<file path="config.mk">
export PLATFORM = sky130hd
export DESIGN_NAME = mem_access_stage
export DESIGN_NICKNAME = d
export VERILOG_FILES = /design/src/rtl/riscv_pkg.sv /design/src/rtl/mem_access_stage_load_align.sv /design/src/rtl/mem_access_stage.sv
export SDC_FILE = /design/constraint.sdc
export NUM_CORES = 1
export LEC_CHECK = 0
export ABC_AREA = 1
export CORE_MARGIN = 8
export CORE_UTILIZATION = 43
export CTS_BUF_LIST = sky130_fd_sc_hd__clkbuf_8
export DETAILED_ROUTE_END_ITERATION = 8
export HOLD_SLACK_MARGIN = 0.08
export PLACE_DENSITY_LB_ADDON = 0.15
export SYNTH_ARGS = -nofsm -noshare
export SYNTH_HDL_FRONTEND = slang
export SYNTH_SLANG_ARGS = --single-unit
</file>
<file path="constraint.sdc">
create_clock -name clk -period 6.7 [get_ports clk]
set_input_delay 1.34 -clock clk [delete_from_list [all_inputs] [get_ports clk]]
set_output_delay 1.34 -clock clk [all_outputs]
set_load 0.02 [all_outputs]
</file>
<file path="src/rtl/riscv_pkg.sv">
// Shared RV32I definitions: funct3 access codes, writeback select encodings,
// MEM-stage FSM states and store lane helpers.
package riscv_pkg;

    localparam logic [2:0] F3_B  = 3'b000;
    localparam logic [2:0] F3_H  = 3'b001;
    localparam logic [2:0] F3_W  = 3'b010;
    localparam logic [2:0] F3_BU = 3'b100;
    localparam logic [2:0] F3_HU = 3'b101;

    localparam logic [1:0] WB_ALU = 2'b00;
    localparam logic [1:0] WB_MEM = 2'b01;
    localparam logic [1:0] WB_PC4 = 2'b10;

    typedef enum logic [1:0] {
        ST_IDLE = 2'd0,
        ST_REQ  = 2'd1,
        ST_DONE = 2'd2,
        ST_ERR  = 2'd3
    } mem_state_e;

    // funct3[1:0] carries the access size; undefined codes fall through to word.
    function automatic logic [3:0] store_be(input logic [2:0] f3, input logic [1:0] a);
        case (f3[1:0])
            2'b00:   return 4'b0001 << a;
            2'b01:   return a[1] ? 4'b1100 : 4'b0011;
            default: return 4'b1111;
        endcase
    endfunction

    function automatic logic [31:0] store_wdata(input logic [2:0] f3, input logic [31:0] d);
        case (f3[1:0])
            2'b00:   return {4{d[7:0]}};
            2'b01:   return {2{d[15:0]}};
            default: return d;
        endcase
    endfunction

endpackage

</file>
<file path="src/rtl/mem_access_stage_load_align.sv">
// Load data alignment: picks the addressed byte/half of the bus word and
// sign- or zero-extends it according to funct3.
module load_align
    import riscv_pkg::*;
(
    input  logic [31:0] rdata_i,
    input  logic [1:0]  addr_lo_i,
    input  logic [2:0]  funct3_i,
    output logic [31:0] data_o
);

    logic [7:0]  byte_sel;
    logic [15:0] half_sel;

    always_comb begin
        case (addr_lo_i)
            2'd0:    byte_sel = rdata_i[7:0];
            2'd1:    byte_sel = rdata_i[15:8];
            2'd2:    byte_sel = rdata_i[23:16];
            default: byte_sel = rdata_i[31:24];
        endcase
        half_sel = addr_lo_i[1] ? rdata_i[31:16] : rdata_i[15:0];
        case (funct3_i)
            F3_B:    data_o = {{24{byte_sel[7]}}, byte_sel};
            F3_BU:   data_o = {24'h0, byte_sel};
            F3_H:    data_o = {{16{half_sel[15]}}, half_sel};
            F3_HU:   data_o = {16'h0, half_sel};
            default: data_o = rdata_i;
        endcase
    end

endmodule

</file>
<file path="src/rtl/mem_access_stage.sv">
// RV32I MEM stage: drives the data bus for loads/stores, stalls the pipe while
// an access is in flight. Optional misalignment trap: define MISALIGN_TRAP_EN.
module mem_access_stage
    import riscv_pkg::*;
#(
    parameter int TIMEOUT_CYCLES = 16,
    parameter int CNT_W          = 8
)(
    input  logic        clk,
    input  logic        rst,
    input  logic        mem_read_in,
    input  logic        mem_write_in,
    input  logic [2:0]  funct3_in,
    input  logic [31:0] addr_in,
    input  logic [31:0] store_data_in,
    input  logic        reg_write_in,
    input  logic        mem_to_reg_in,
    input  logic [1:0]  wb_sel_in,
    input  logic [4:0]  rd_in,
    input  logic [31:0] pc_in,
    output logic        dmem_req,
    output logic        dmem_we,
    output logic [31:0] dmem_addr,
    output logic [31:0] dmem_wdata,
    output logic [3:0]  dmem_be,
    input  logic        dmem_ready,
    input  logic [31:0] dmem_rdata,
    output logic        stall,
    output logic        bus_err,
    output logic        reg_write_out,
    output logic        mem_to_reg_out,
    output logic [1:0]  wb_sel_out,
    output logic [4:0]  rd_out,
    output logic [31:0] pc_out,
    output logic [31:0] alu_result_out,
    output logic [31:0] mem_data_out,
    output logic [1:0]  state_dbg
`ifdef MISALIGN_TRAP_EN
    ,
    output logic        misalign_trap
`endif
);

    localparam logic [CNT_W-1:0] TO_LAST = CNT_W'(TIMEOUT_CYCLES > 0 ? TIMEOUT_CYCLES - 1 : 0);

    mem_state_e        state_q, state_d;
    logic              dmem_req_q, dmem_we_q;
    logic [31:0]       dmem_addr_q, dmem_wdata_q, rdata_q;
    logic [3:0]        dmem_be_q;
    logic [CNT_W-1:0]  cnt_q;
    logic              mem_op, is_load, misaligned, timeout_hit;
    logic [31:0]       load_data;

    assign mem_op      = mem_read_in | mem_write_in;
    assign is_load     = mem_read_in & ~mem_write_in;
    assign timeout_hit = (TIMEOUT_CYCLES != 0) && (cnt_q == TO_LAST);

`ifdef MISALIGN_TRAP_EN
    logic misalign_q;
    always_comb begin
        case (funct3_in[1:0])
            2'b00:   misaligned = 1'b0;
            2'b01:   misaligned = addr_in[0];
            default: misaligned = (addr_in[1:0] != 2'b00);
        endcase
    end
`else
    assign misaligned = 1'b0;
`endif

    always_ff @(posedge clk or posedge rst) begin
        if (rst) state_q <= ST_IDLE;
        else     state_q <= state_d;
    end

    always_comb begin
        state_d = state_q;
        case (state_q)
            ST_IDLE: if (mem_op) state_d = misaligned ? ST_ERR : ST_REQ;
            ST_REQ: begin
                if (dmem_ready)       state_d = ST_DONE;
                else if (timeout_hit) state_d = ST_ERR;
            end
            default: state_d = ST_IDLE;
        endcase
    end

    // Handshake: dmem_req and every bus field are registered and held stable
    // from the issue edge until the first cycle dmem_ready is high; dmem_rdata
    // is sampled on that same cycle. An access completes on req && ready.
    always_ff @(posedge clk or posedge rst) begin
        if (rst) begin
            dmem_req_q   <= 1'b0;
            dmem_we_q    <= 1'b0;
            dmem_addr_q  <= 32'h0;
            dmem_wdata_q <= 32'h0;
            dmem_be_q    <= 4'h0;
            rdata_q      <= 32'h0;
            cnt_q        <= '0;
        end else begin
            case (state_q)
                ST_IDLE: begin
                    if (mem_op && !misaligned) begin
                        dmem_req_q   <= 1'b1;
                        dmem_we_q    <= mem_write_in;
                        dmem_addr_q  <= {addr_in[31:2], 2'b00};
                        dmem_be_q    <= store_be(funct3_in, addr_in[1:0]);
                        dmem_wdata_q <= store_wdata(funct3_in, store_data_in);
                    end
                end
                ST_REQ: begin
                    if (dmem_ready || timeout_hit) begin
                        dmem_req_q <= 1'b0;
                        dmem_we_q  <= 1'b0;
                        dmem_be_q  <= 4'h0;
                    end
                    if (dmem_ready) rdata_q <= dmem_rdata;
                    else            cnt_q   <= cnt_q + CNT_W'(1);
                end
                default: cnt_q <= '0;
            endcase
        end
    end

`ifdef MISALIGN_TRAP_EN
    // Remembers whether the coming ERR cycle is a trap rather than a bus timeout.
    always_ff @(posedge clk or posedge rst) begin
        if (rst)                    misalign_q <= 1'b0;
        else if (state_q == ST_IDLE) misalign_q <= mem_op & misaligned;
        else if (state_q == ST_ERR)  misalign_q <= 1'b0;
    end
`endif

    load_align u_load_align (
        .rdata_i   (rdata_q),
        .addr_lo_i (addr_in[1:0]),
        .funct3_i  (funct3_in),
        .data_o    (load_data)
    );

    always_comb begin
        stall         = 1'b0;
        reg_write_out = 1'b0;
        mem_data_out  = 32'h0;
        bus_err       = 1'b0;
`ifdef MISALIGN_TRAP_EN
        misalign_trap = 1'b0;
`endif
        if (!rst) begin
            case (state_q)
                ST_IDLE: begin
                    stall         = mem_op;
                    reg_write_out = reg_write_in & ~mem_op;
                end
                ST_REQ: stall = 1'b1;
                ST_DONE: begin
                    reg_write_out = reg_write_in;
                    mem_data_out  = is_load ? load_data : 32'h0;
                end
                default: begin
`ifdef MISALIGN_TRAP_EN
                    bus_err       = ~misalign_q;
                    misalign_trap = misalign_q;
`else
                    bus_err       = 1'b1;
`endif
                end
            endcase
        end
    end

    assign dmem_req       = dmem_req_q;
    assign dmem_we        = dmem_we_q;
    assign dmem_addr      = dmem_addr_q;
    assign dmem_wdata     = dmem_wdata_q;
    assign dmem_be        = dmem_be_q;
    assign mem_to_reg_out = mem_to_reg_in;
    assign wb_sel_out     = wb_sel_in;
    assign rd_out         = rd_in;
    assign pc_out         = pc_in;
    assign alu_result_out = addr_in;
    assign state_dbg      = state_q;

endmodule

</file>
Yosys cells after proc, flatten, opt, wreduce, memory -nomap -nowiden
Cells that the tools add are included.
Storage, ports and cells
  register bits after elaboration: 110
  input bits: 145
  output and inout port bits: 179
  logic and storage cells: 70
Cells by class
  add/subtract/negate cells: 1
  equal/unequal tests: 13
  shifts and indexed selects: 1
  mux-type cells: 29
  bitwise operators: 6
  reductions and logical operators: 12
Operators by type and width (count)
  32-bit one-hot mux with 4 select lines: 1
  32-bit two-way mux: 3
  32-bit one-hot mux with 2 select lines: 1
  8-bit one-hot mux with 3 select lines: 1
  16-bit two-way mux: 1
  4-bit one-hot mux with 2 select lines: 2
  8-bit one-hot mux with 2 select lines: 1
  4-bit two-way mux: 3
  8-bit by 1-bit adder with 8-bit output (second input constant): 1
  8-bit by 4-bit == test with 1-bit output (second input constant): 1
  8-bit two-way mux: 1
  1-bit one-hot mux with 2 select lines: 4
  2-bit AND reduction: 4
  1-bit two-way mux: 7
  2-bit by 1-bit == test with 1-bit output (second input constant): 3
  3-bit == test (second input constant): 2
  2-bit zero test: 3
  2-bit two-way mux: 3
  2-bit inequality test (second input constant): 3
  2-bit == test (second input constant): 2
  2-bit one-hot mux with 2 select lines: 1
  1-bit by 2-bit left shift with 4-bit output (first input constant): 1
  3-bit by 1-bit == test with 1-bit output (second input constant): 1
  3-bit zero test: 1
  other kinds (8): 11

Longest topological paths before layout
  word-level depth: 6
  depth in mapped cells: 12

Modules after synthesis
From an unflattened synthesis, not the netlist that was laid out.
Unflattened totals
  cells, all modules: 867
  area total of the unflattened synthesis: 6422.4 um^2
Modules (own cells, without submodules)
  mem_access_stage: times used 1, cells each 675, area each 5526.6 um^2, sequential area each 2752.6 um^2
  load_align: times used 1, cells each 192, area each 895.9 um^2, sequential area each 0.0 um^2

Worst setup path after synthesis
OpenSTA, ideal clock, no wires.
  path type: input -> output
  start point: input rst
  end point: output reg_write_out
  data arrival time: 4241 ps
  data required time: 5360 ps
  setup slack: 1119 ps
  stages: 3
  path through: inv_1 -> nand3_1 -> a21oi_1
On the way
  cells in the longest elaborated chain, start to end: 1
RTL lines
  from (decl): RTL line mem_access_stage.sv:10  | input logic rst,
  1-bit two-way mux: RTL line mem_access_stage.sv:149  | if (!rst) begin
  to (decl): RTL line mem_access_stage.sv:30  | output logic reg_write_out,
No other way between the ends.

Worst setup path in the final report
  start point: input funct3_in[1]
  end point: output mem_data_out[18]
On the way
  cells in the longest elaborated chain, start to end: 5
  elaborated cells between the ends (all ways): 8
  those cells by class: 3 x eq/ne; 4 x mux; 1 x reduce/logical
RTL lines
  from (decl): RTL line mem_access_stage.sv:13  | input logic [2:0] funct3_in,
  3-bit == test, or another cell as far along: RTL line mem_access_stage_load_align.sv:23  | case (funct3_i)
  32-bit one-hot mux with 4 select lines (*): RTL line mem_access_stage_load_align.sv:23
  32-bit two-way mux (*): RTL line mem_access_stage.sv:158  | mem_data_out = is_load ? load_data : 32'h0;
  32-bit two-way mux (*): RTL line mem_access_stage.sv:150  | case (state_q)
  32-bit two-way mux (*): RTL line mem_access_stage.sv:149
  to (decl): RTL line mem_access_stage.sv:36  | output logic [31:0] mem_data_out,
Every way passes the cells marked *; elsewhere a longest branch is shown, timed or not.

==> flow_metrics.py <==
metrics = {
    "yosys": {
        "synth-edff-count": 0,
        "syn_area_sq_mm": 0.00588,
        "synth.distinct_cells": 33,
        "postSynthAreaPerCell_sq_um": 7.81,
        "synthArstFlopShare_pct": 100,
        "netlist_top_cells_area": "dfrtp_1 47%, nand2_1 19%, buf_4 9.6%, o21ai_0 5.5%, a21oi_1 3.0%",
        "synth_compound_area_share_pct": 10.6,
        "synth_top_family_by_area": "simple AND/OR/NAND/NOR gates",
        "yosysTopAreaCellShare_pct": 46.8,
        "yosysWarnings": 0,
        "ys.flop_type": "dfrtp_1",
        "synth_top_cell_by_area": "dfrtp_1",
        "yosys.area_share.xor_xnor_pct": 0.298,
        "syn_inst": 753,
        "yosys-mux-area-fraction_pct": 0.170,
        "synth_seq_cells": 110,
        "ys_seq_area_share_pct": 46.8,
        "synthAdderAreaFrac_pct": 0.213,
        "synthSimpleGateAreaFrac_pct": 27.2,
    },
    "worst_setup_path": {
        "r2r_cells": 7,
        "worst_ep_required_time_ns": 5.36,
        "reg2reg_to": "dmem_wdata[8]",
        "cp-end-kind": "primary output",
        "critical_path_class": "input pin to primary output",
        "crit_start": "funct3_in[1]",
        "regToRegStartpoint": "state_dbg[1]",
        "arrival_ns": 4.13,
        "start_kind": "input pin",
        "critPathMaxFanout": 46,
        "worstSetupEndpoint": "mem_data_out[18]",
        "r2r_slack_ns": 4.32,
    },
    "drt": {
        "drc": 0,
        "ant_nets": 0,
        "via_count": 5364,
        "routed_wirelength_mm": 18.9,
        "wl_per_cell_um": 17.4,
        "dr.pass1.iters": 7,
        "vias_per_cell": 4.95,
        "drtIter0Drc": 280,
    },
    "placement": {
        "dp_slack_ns": 1.26,
        "portBuffers": 241,
        "gp_congestion": 0.863,
        "dp_hpwl_mm": 14.2,
        "placed_cell_area_sq_mm": 0.00781,
    },
    "sta": {
        "rsz0062_at_grt": "no",
        "worst_pin_slew_ns": 1.18,
        "fin_skew_ns": 0.00803,
        "tns_ns": 0,
        "slew_violations": 0,
        "max_freq_mhz": 183,
        "setup_viol": 0,
        "fin_crit_sh_pct": 81.6,
        "hold_viol": 0,
        "finalWorstSetupSlack_ns": 1.23,
        "slew_headroom_pct": 21.1,
        "layout_min_cycle_time_ns": 5.47,
        "timing.hold.ws_ns": 0.478,
    },
    "clock_tree": {
        "clock_latency_ns": 0.38,
        "htreeDepth": 3,
        "cts-root-buf": "clkbuf_8",
        "numCtsBuffers": 9,
        "post_cts_buffers": 0,
        "cts_hold_buf": 0,
        "clkSlewWorstSetupHoldPaths_ns": 0.10,
        "cts_resized": 0,
        "cts_tree": "built",
        "clock_path_buffers": 2,
        "cts.sinks": 110,
    },
    "min_path": {
        "hp-class": "flip-flop to flip-flop",
        "hold_path.startpoint": "dmem_addr[22]",
        "whs_path_depth": 2,
    },
    "pwr": {
        "cellPowerDensity_mw_per_mm2": 378,
        "power.leakage_uw": 0.00366,
        "ir_drop_uv": 178,
    },
    "finish": {
        "final_core_util_pct": 60.1,
        "final_area_sq_mm": 0.00800,
        "drive_gt1_share_pct": 5.52,
        "fillCellCount": 1184,
        "area_growth_pct": 35.9,
        "finalNetCount": 1048,
    },
    "floorplan": {
        "die-height_um": 133,
        "rows": 42,
        "coreArea_sq_mm": 0.0133,
        "fp.dieW_um": 133,
        "io_pins": 324,
        "die-area_sq_mm": 0.0177,
        "initial_core_util_pct": 44.2,
    },
    "global_routing": {
        "grt_pass1_vias": 5574,
        "grt_pass1_wl_mm": 29.9,
        "antenna_found_initial": 0,
        "grt_max_degree": 77,
        "grt_use_total_pct": 21.0,
        "overflow": 0,
    },
    "job": {
        "cap_violations": 0,
    },
    "status": {
        "outcome": "complete, no violations",
    },
}
cell usage after synthesis (2+ instances only):
cell type and instances:
nor2_2 3, inv_1 21, o21ai_1 8, a31oi_1 9, buf_2 13, buf_4 75, inv_2 5, nor2_1 33
nand2_2 4, dfrtp_1 110, nor3_1 4, o22ai_1 2, nand2_1 299, nand3_1 18, clkbuf_1 17, a21oi_1 35
buf_6 3, nand2_4 3, o21ai_0 65, nor2_4 13
cells by family after synthesis:
family,count (synthesis)
DFF,110
buffers and inverters,137
AOI/OAI and AO/OA,121
muxes,1
adders and majority gates,1
and+or+nand+nor,380
other,1
xor gates and xnor gates,2
cell usage in the layout (no fill, tap or decap), types with 2 or more instances in the layout:
cell             instances
nand2_1                299
clkdlybuf4s50_1        241
dfrtp_1                110
o21ai_0                 65
a21oi_1                 35
nor2_1                  33
inv_1                   23
nand3_1                 18
nor2_4                  13
a31oi_1                  9
clkbuf_8                 9
o21ai_1                  8
inv_2                    5
buf_4                    5
nand2_2                  4
nor3_1                   4
nor2_2                   3
nand2_4                  3
inv_6                    2
o22ai_1                  2
inv_4                    2
conb_1                   2
registers in the layout, summed over array words and instances, names as in the netlist:
register,flops
dmem_wdata,32
rdata_q,32
dmem_addr,30
cnt_q,8
dmem_be,4
state_dbg,2
dmem_req,1
dmem_we,1
worst min path at each step:
stage | endpoint | slack [ns]
after global routing | rdata_q[4] | 0.50
after global placement | dmem_wdata[3] | 0.45
final | dmem_addr[22] | 0.48
after CTS | rdata_q[4] | 0.48
after floorplan | rdata_q[0] | 0.44
after detailed placement | rdata_q[4] | 0.45
power breakdown:
part | switching (uW) | leakage (uW) | total (uW) | internal (uW)
sequential | 198 | 0.00137 | 1160 | 963
combinational | 847 | 0.00219 | 1460 | 617
clock | 228 | 0.000103 | 397 | 168
layer usage:
layer  vias to the layer above  wire, um  GRT usage [%]
met5                         -         0              0
met4                         0       403           7.44
met3                        45      1460           5.90
met2                       202      9640           37.4
met1                      2520      7350           23.3
li1                       2597         -              -
final cells by class:
type | count | area, sq um | share of cell area (%)
flip-flops and latches | 110 | 2750 | 34.4
repair buffers | 246 | 2450 | 30.6
multi-input cells | 507 | 2280 | 28.5
well taps | 176 | 220 | 2.75
clock buffers | 9 | 124 | 1.55
inverters | 28 | 115 | 1.44
clock inverters | 6 | 55.1 | 0.689
diodes | 1 | 2.50 | 0.0313
worst max-delay path: stages:
cell and delay [ns]:
clkdlybuf4s50_1 0.40, buf_4 0.26, inv_6 0.30, nand2_2 0.24
nor2_2 0.18, nand2_2 0.09, nand2_4 0.08, nand2_4 0.08
nand2_2 0.10, nand2_4 0.20, nor2_1 0.19, clkdlybuf4s50_1 0.63
metrics by stage:
stage / power (uW) / std cells
6_report: 3020 / 1083
4_1_cts: 3060 / 1082
5_1_grt: 3250 / 1082
3_3_place_gp: 2620 / 1067
2_1_floorplan: 2010 / 754
3_5_place_dp: 2660 / 1067
Power figures use the tool's default switching activity.
